<file path="src/rtl/if_stage.sv">
`default_nettype none
// ============================================================================
// Module      : if_stage
// Description : RV32I instruction fetch stage. Holds the PC, issues ready-
//               handshaked requests to the instruction cache and owns the
//               IF/ID pipeline register. It absorbs cache wait states,
//               decode stalls (one-entry skid buffer) and branch redirects
//               (DROP state keeps an outstanding request address stable).
// Revision    : 1.0 - initial release
// ============================================================================
module if_stage #(
  parameter logic [31:0] RESET_PC = 32'h0000_0000,
  parameter logic [31:0] NOP_INST = 32'h0000_0013
) (
  input  logic        clk,
  input  logic        rst,
  output logic        icache_req_o,
  output logic [31:0] icache_addr_o,
  input  logic        icache_ready_i,
  input  logic [31:0] icache_data_i,
  input  logic        stall_i,
  input  logic        redirect_i,
  input  logic [31:0] redirect_pc_i,
  output logic        if_id_valid_o,
  output logic [31:0] if_id_pc_o,
  output logic [31:0] if_id_inst_o,
  output logic        fetch_busy_o
);

  typedef enum logic [1:0] {
    S_REQ  = 2'd0,
    S_HOLD = 2'd1,
    S_DROP = 2'd2
  } state_t;

  state_t      state_q, state_d;
  logic [31:0] pc_q, pc_d;
  logic [31:0] drop_addr_q, drop_addr_d;
  logic [31:0] buf_inst_q, buf_inst_d;
  logic [31:0] buf_pc_q, buf_pc_d;
  logic        if_id_valid_q, if_id_valid_d;
  logic [31:0] if_id_pc_q, if_id_pc_d;
  logic [31:0] if_id_inst_q, if_id_inst_d;
  logic [31:0] w_target;
  logic [31:0] w_addr;

  assign w_target = {redirect_pc_i[31:2], 2'b00};

  // State, PC, skid buffer and IF/ID register; reset clears without a clock.
  always_ff @(posedge clk or posedge rst) begin
    if (rst) begin
      state_q       <= S_REQ;
      pc_q          <= RESET_PC;
      drop_addr_q   <= 32'h0;
      buf_inst_q    <= 32'h0;
      buf_pc_q      <= 32'h0;
      if_id_valid_q <= 1'b0;
      if_id_pc_q    <= 32'h0;
      if_id_inst_q  <= NOP_INST;
    end else begin
      state_q       <= state_d;
      pc_q          <= pc_d;
      drop_addr_q   <= drop_addr_d;
      buf_inst_q    <= buf_inst_d;
      buf_pc_q      <= buf_pc_d;
      if_id_valid_q <= if_id_valid_d;
      if_id_pc_q    <= if_id_pc_d;
      if_id_inst_q  <= if_id_inst_d;
    end
  end

  // Next-state, request outputs and IF/ID update; a redirect always wins
  // and flushes IF/ID to a bubble regardless of stall.
  always_comb begin
    state_d       = state_q;
    pc_d          = pc_q;
    drop_addr_d   = drop_addr_q;
    buf_inst_d    = buf_inst_q;
    buf_pc_d      = buf_pc_q;
    if_id_valid_d = if_id_valid_q;
    if_id_pc_d    = if_id_pc_q;
    if_id_inst_d  = if_id_inst_q;
    icache_req_o  = 1'b1;
    w_addr        = pc_q;

    case (state_q)
      S_REQ: begin
        if (redirect_i) begin
          pc_d = w_target;
          if (!icache_ready_i) begin
            // Request already presented must stay stable until accepted.
            drop_addr_d = pc_q;
            state_d     = S_DROP;
          end
        end else if (icache_ready_i) begin
          pc_d = pc_q + 32'd4;
          if (!stall_i) begin
            if_id_valid_d = 1'b1;
            if_id_pc_d    = pc_q;
            if_id_inst_d  = icache_data_i;
          end else begin
            // Decoder busy: park the returned word so nothing is lost.
            buf_pc_d   = pc_q;
            buf_inst_d = icache_data_i;
            state_d    = S_HOLD;
          end
        end else if (!stall_i) begin
          if_id_valid_d = 1'b0;
          if_id_inst_d  = NOP_INST;
        end
      end

      S_HOLD: begin
        icache_req_o = 1'b0;
        if (redirect_i) begin
          pc_d    = w_target;
          state_d = S_REQ;
        end else if (!stall_i) begin
          if_id_valid_d = 1'b1;
          if_id_pc_d    = buf_pc_q;
          if_id_inst_d  = buf_inst_q;
          state_d       = S_REQ;
        end
      end

      S_DROP: begin
        w_addr = drop_addr_q;
        if (redirect_i) begin
          pc_d = w_target;
        end
        if (icache_ready_i) begin
          state_d = S_REQ;
        end
        if (!stall_i) begin
          if_id_valid_d = 1'b0;
          if_id_inst_d  = NOP_INST;
        end
      end

      default: begin
        state_d = S_REQ;
      end
    endcase

    if (redirect_i) begin
      if_id_valid_d = 1'b0;
      if_id_inst_d  = NOP_INST;
    end
  end

  assign icache_addr_o = {w_addr[31:2], 2'b00};
  assign if_id_valid_o = if_id_valid_q;
  assign if_id_pc_o    = if_id_pc_q;
  assign if_id_inst_o  = if_id_inst_q;
  assign fetch_busy_o  = (state_q != S_REQ);

endmodule
`default_nettype wire

</file>
<file path="config.mk">
export PLATFORM = sky130hd
export DESIGN_NAME = if_stage
export DESIGN_NICKNAME = d
export VERILOG_FILES = /design/src/rtl/if_stage.sv
export SDC_FILE = /design/constraint.sdc
export NUM_CORES = 1
export LEC_CHECK = 0
export CORE_ASPECT_RATIO = 2
export CORE_UTILIZATION = 58
export CTS_CLUSTER_DIAMETER = 80
export CTS_CLUSTER_SIZE = 8
export DETAILED_ROUTE_END_ITERATION = 10
export MAX_ROUTING_LAYER = met4
export PLACE_DENSITY = 0.9
export REMOVE_ABC_BUFFERS = 1
export SETUP_SLACK_MARGIN = 0.15
export SLEW_MARGIN = 20
export SYNTH_ARGS = -nofsm -noshare
export SYNTH_HDL_FRONTEND = slang
export SYNTH_SLANG_ARGS = --single-unit
</file>
<file path="constraint.sdc">
create_clock -name clk -period 10.4 [get_ports clk]
set_input_delay 1.04 -clock clk [delete_from_list [all_inputs] [get_ports clk]]
set_output_delay 1.04 -clock clk [all_outputs]
set_load 0.02 [all_outputs]
</file>
==> impl_metrics.toml <==
[run_status]
status = "finished, final reports clean"

[clock_tree]
h-tree-depth = 4
post-cts-setup-buffers = 0
cts.sinks = 187
cts_root_buf = "clkbuf_16"
clk_pin_slew_ps = 70
clk_path_buf_depth = 2
clk_latency_ps = 430
cts_tree = "done"
cts_hold_buf = 0
cts_resized = 0
cts-buffers-inserted = 17

[run]
maxCapViolCount = 0

[cells_and_area]
fin_nets = 1125
num-fill-cells = 1203
diodes = 0
seqCellArea_um2 = 4680
stdcell_area_um2 = 12100
multiInputGateArea_um2 = 4760
syn_to_final_growth_pct = 21.5
drive_gt1_share_pct = 17.0

[sta]
timing.fmax_ghz = 0.254
slew_violations = 0
setup_tns_ps = 0
period_minus_slack_ps = 3940
worstMarginPinSlew_ps = 1100
relSlewSlack_pct = 26.7
fin_skew_ps = 8.36
rsz0062_at_grt = "no"
fin_crit_sh_pct = 37.9
hold_viol = 0
setup_viol = 0

[floorplanning]
rows = 67
core_area_um2 = 16800
fp.dieH_um = 187
die_x_um = 94.6
dieArea_um2 = 17700
pin_count = 168
initial_core_util_pct = 59.4

[logic_synthesis]
syn_inst = 962
syn_area_per_cell_um2 = 10.3
synth_top_area_cell = "dfrtp_1"
synth_top_area_share_pct = 46.3
synth-async-reset-ratio_pct = 100
synth_seq_cells = 187
synth.area.top_cells = "dfrtp_1, mux2_2, a21oi_1, mux2i_1, nand2_1"
ys_warn_count = 0
synth_edf_count = 0
ys.flop_type = "dfrtp_1"
ys_types = 62
synth_seq_area_share_pct = 47.1
synth_area_um2 = 9950

[grt]
grt_use_total_pct = 30.5
grt_max_degree = 116
grt.overflow.total = 0
grt_pass1_wl_mm = 40.9
grt_pass1_vias = 8135
antenna_found_initial = 0

[route]
wire_per_inst_um = 20.3
drcViolationCount = 0
drtPass1Iterations = 5
via_per_inst = 6.42
drtAntennaViolNets = 0
routed_wl_mm = 25.8
drt_iter0_markers = 554
via_count = 8166

[critical_path]
crit_required_ps = 9360
crit_arrival_ps = 2900
cp-start-kind = "register"
ff2ff_setup_slack_ps = 7060
crit_path_end_kind = "output port"
cp_max_fo = 40
path_class = "reg -> out"

[power]
pwr-share-clk_pct = 17.2
switchingPower_mw = 1.71
seqPwrFrac_pct = 33.2
internal_power_mw = 2.50
ir_drop_v = 0.000184
cellLeakagePower_nw = 5.07
p_total_mw = 4.22
power_density_nw_per_um2 = 349
sw_frac_of_total_pct = 40.6
power_frac_comb_pct = 49.6

[placed_design]
portBuffers = 161
place.gp.congestion = 0.890
place_area_um2 = 11400
hpwlAfterDp_mm = 16.0

[hold_path]
hold_class = "reg -> reg"
==> kinds of logic (layout without fill, tap and decap cells) <==
group / count (synthesis) / count (layout) / share of synthesized area (%)
AO/OA/AOI/OAI: 275 / 275 / 17.5
multiplexers: 158 / 158 / 17.4
flip-flops: 187 / 187 / 47.1
adder cells (fa/ha/maj): 4 / 4 / 0.503
AND/OR/NAND/NOR: 223 / 223 / 11.9
other: 1 / 4 / 0.0377
buffers and inverters: 114 / 214 / 5.52
==> routing by layer <==
metal / GRT usage (%) / vias up / part of all wire [%]
li1: - / 3681 / -
met5: - / - / 0
met4: 12.9 / 0 / 3.1
met3: 4.31 / 64 / 5.9
met2: 52.6 / 351 / 53
met1: 34.6 / 4070 / 38
==> synth_stat cells, types with 3 or more instances <==
cell type,n
nor4_1,3
or2_2,3
mux2i_1,38
a31oi_1,6
nand4_1,15
a21oi_1,106
o31ai_1,3
or3_1,3
o21ai_0,48
and4_1,5
and2_1,4
dfstp_2,3
clkbuf_2,3
clkbuf_1,55
mux2_2,120
a21o_1,30
buf_6,5
a22o_1,31
a311oi_1,6
a2bb2oi_1,4
nand3_1,14
o32ai_1,4
o22a_1,3
nor2_1,22
buf_4,10
a32oi_1,3
o22ai_1,7
or4_1,3
nor3_1,11
a22oi_1,4
dfrtp_1,184
o211ai_1,3
nand2b_1,5
and3_1,9
buf_1,14
inv_1,8
buf_2,15
a211oi_1,5
ha_1,4
nand2_1,85
nand3b_1,31
==> worst max-delay path, cell delays in order, from the launching register on <==
cell	delay, ps
dfrtp_1	440
inv_1	110
ha_2	870
nand2_1	150
o21ai_0	190
clkdlybuf4s50_1	680
==> metrics by stage <==
step,util [%],worst slack [ps],cells,hold slack (ps)
after global routing,72.1,6320,1272,512
after floorplan,-,4280,860,450
after CTS,72.1,6470,1272,484
after global placement,68.2,6850,1240,462
after detailed placement,68.2,6790,1240,469
final,72.1,6460,1272,480
==> layout make-up <==
type                       instances  share of cell area (%)
timing repair buffer             173                    14.0
clock buffer                      18                    3.63
multi-input combinational        664                    39.3
inverter                           9                   0.342
tap                              207                    2.14
sequential                       187                    38.7
clock inverter                    14                    1.79
==> state kept, by name (all words and copies together), names as in the netlist <==
name,count
pc_q,30
if_id_valid_o,1
if_id_inst_o,32
buf_inst_q,32
buf_pc_q,30
drop_addr_q,30
state_q,2
if_id_pc_o,30
==> path summary, 6_finish.rpt <==
path	from	endpoint	cells past startpoint
setup / recovery	state_q[0]$_DFFE_PP0P_	icache_addr_o[5]	5
hold / removal	if_id_pc_o[25]$_DFFE_PP0P_	if_id_pc_o[25]$_DFFE_PP0P_	2
setup reg to reg	state_q[1]$_DFFE_PP0P_	pc_q[11]$_DFFE_PP0P_	7
hold reg to reg	if_id_pc_o[25]$_DFFE_PP0P_	if_id_pc_o[25]$_DFFE_PP0P_	2
max in group asynchronous	rst	if_id_inst_o[15]$_DFFE_PP0P_	3
min in group asynchronous	rst	buf_inst_q[7]$_DFFE_PP0P_	2
==> power groups by stage <==
stage	sequential [mW]	combinational, mW	clock [mW]
after floorplan	1.41	1.29	0
after global placement	1.38	2.01	0
after detailed placement	1.40	2.07	0
after CTS	1.39	2.09	0.737
after global routing	1.44	2.25	0.760
final	1.40	2.09	0.725
==> cell usage in the layout, fill, tap and decap left out, types with 6 or more instances in the layout <==
| cell | synthesis | layout |
|---|---|---|
| dfrtp_1 | 184 | 184 |
| a21o_1 | 30 | 30 |
| clkdlybuf4s50_1 | 0 | 159 |
| o21ai_0 | 48 | 47 |
| mux2i_1 | 38 | 38 |
| nor3_1 | 11 | 11 |
| o22ai_1 | 7 | 7 |
| mux2_2 | 120 | 120 |
| and3_1 | 9 | 9 |
| a21oi_1 | 106 | 106 |
| nor2_1 | 22 | 21 |
| nand3_1 | 14 | 13 |
| inv_1 | 8 | 7 |
| nand4_1 | 15 | 15 |
| nand3b_1 | 31 | 31 |
| clkbuf_16 | 0 | 17 |
| buf_4 | 10 | 12 |
| a311oi_1 | 6 | 6 |
| a22o_1 | 31 | 31 |
| nand2_1 | 85 | 85 |
| a31oi_1 | 6 | 6 |
(Power assumes the default switching activity.)
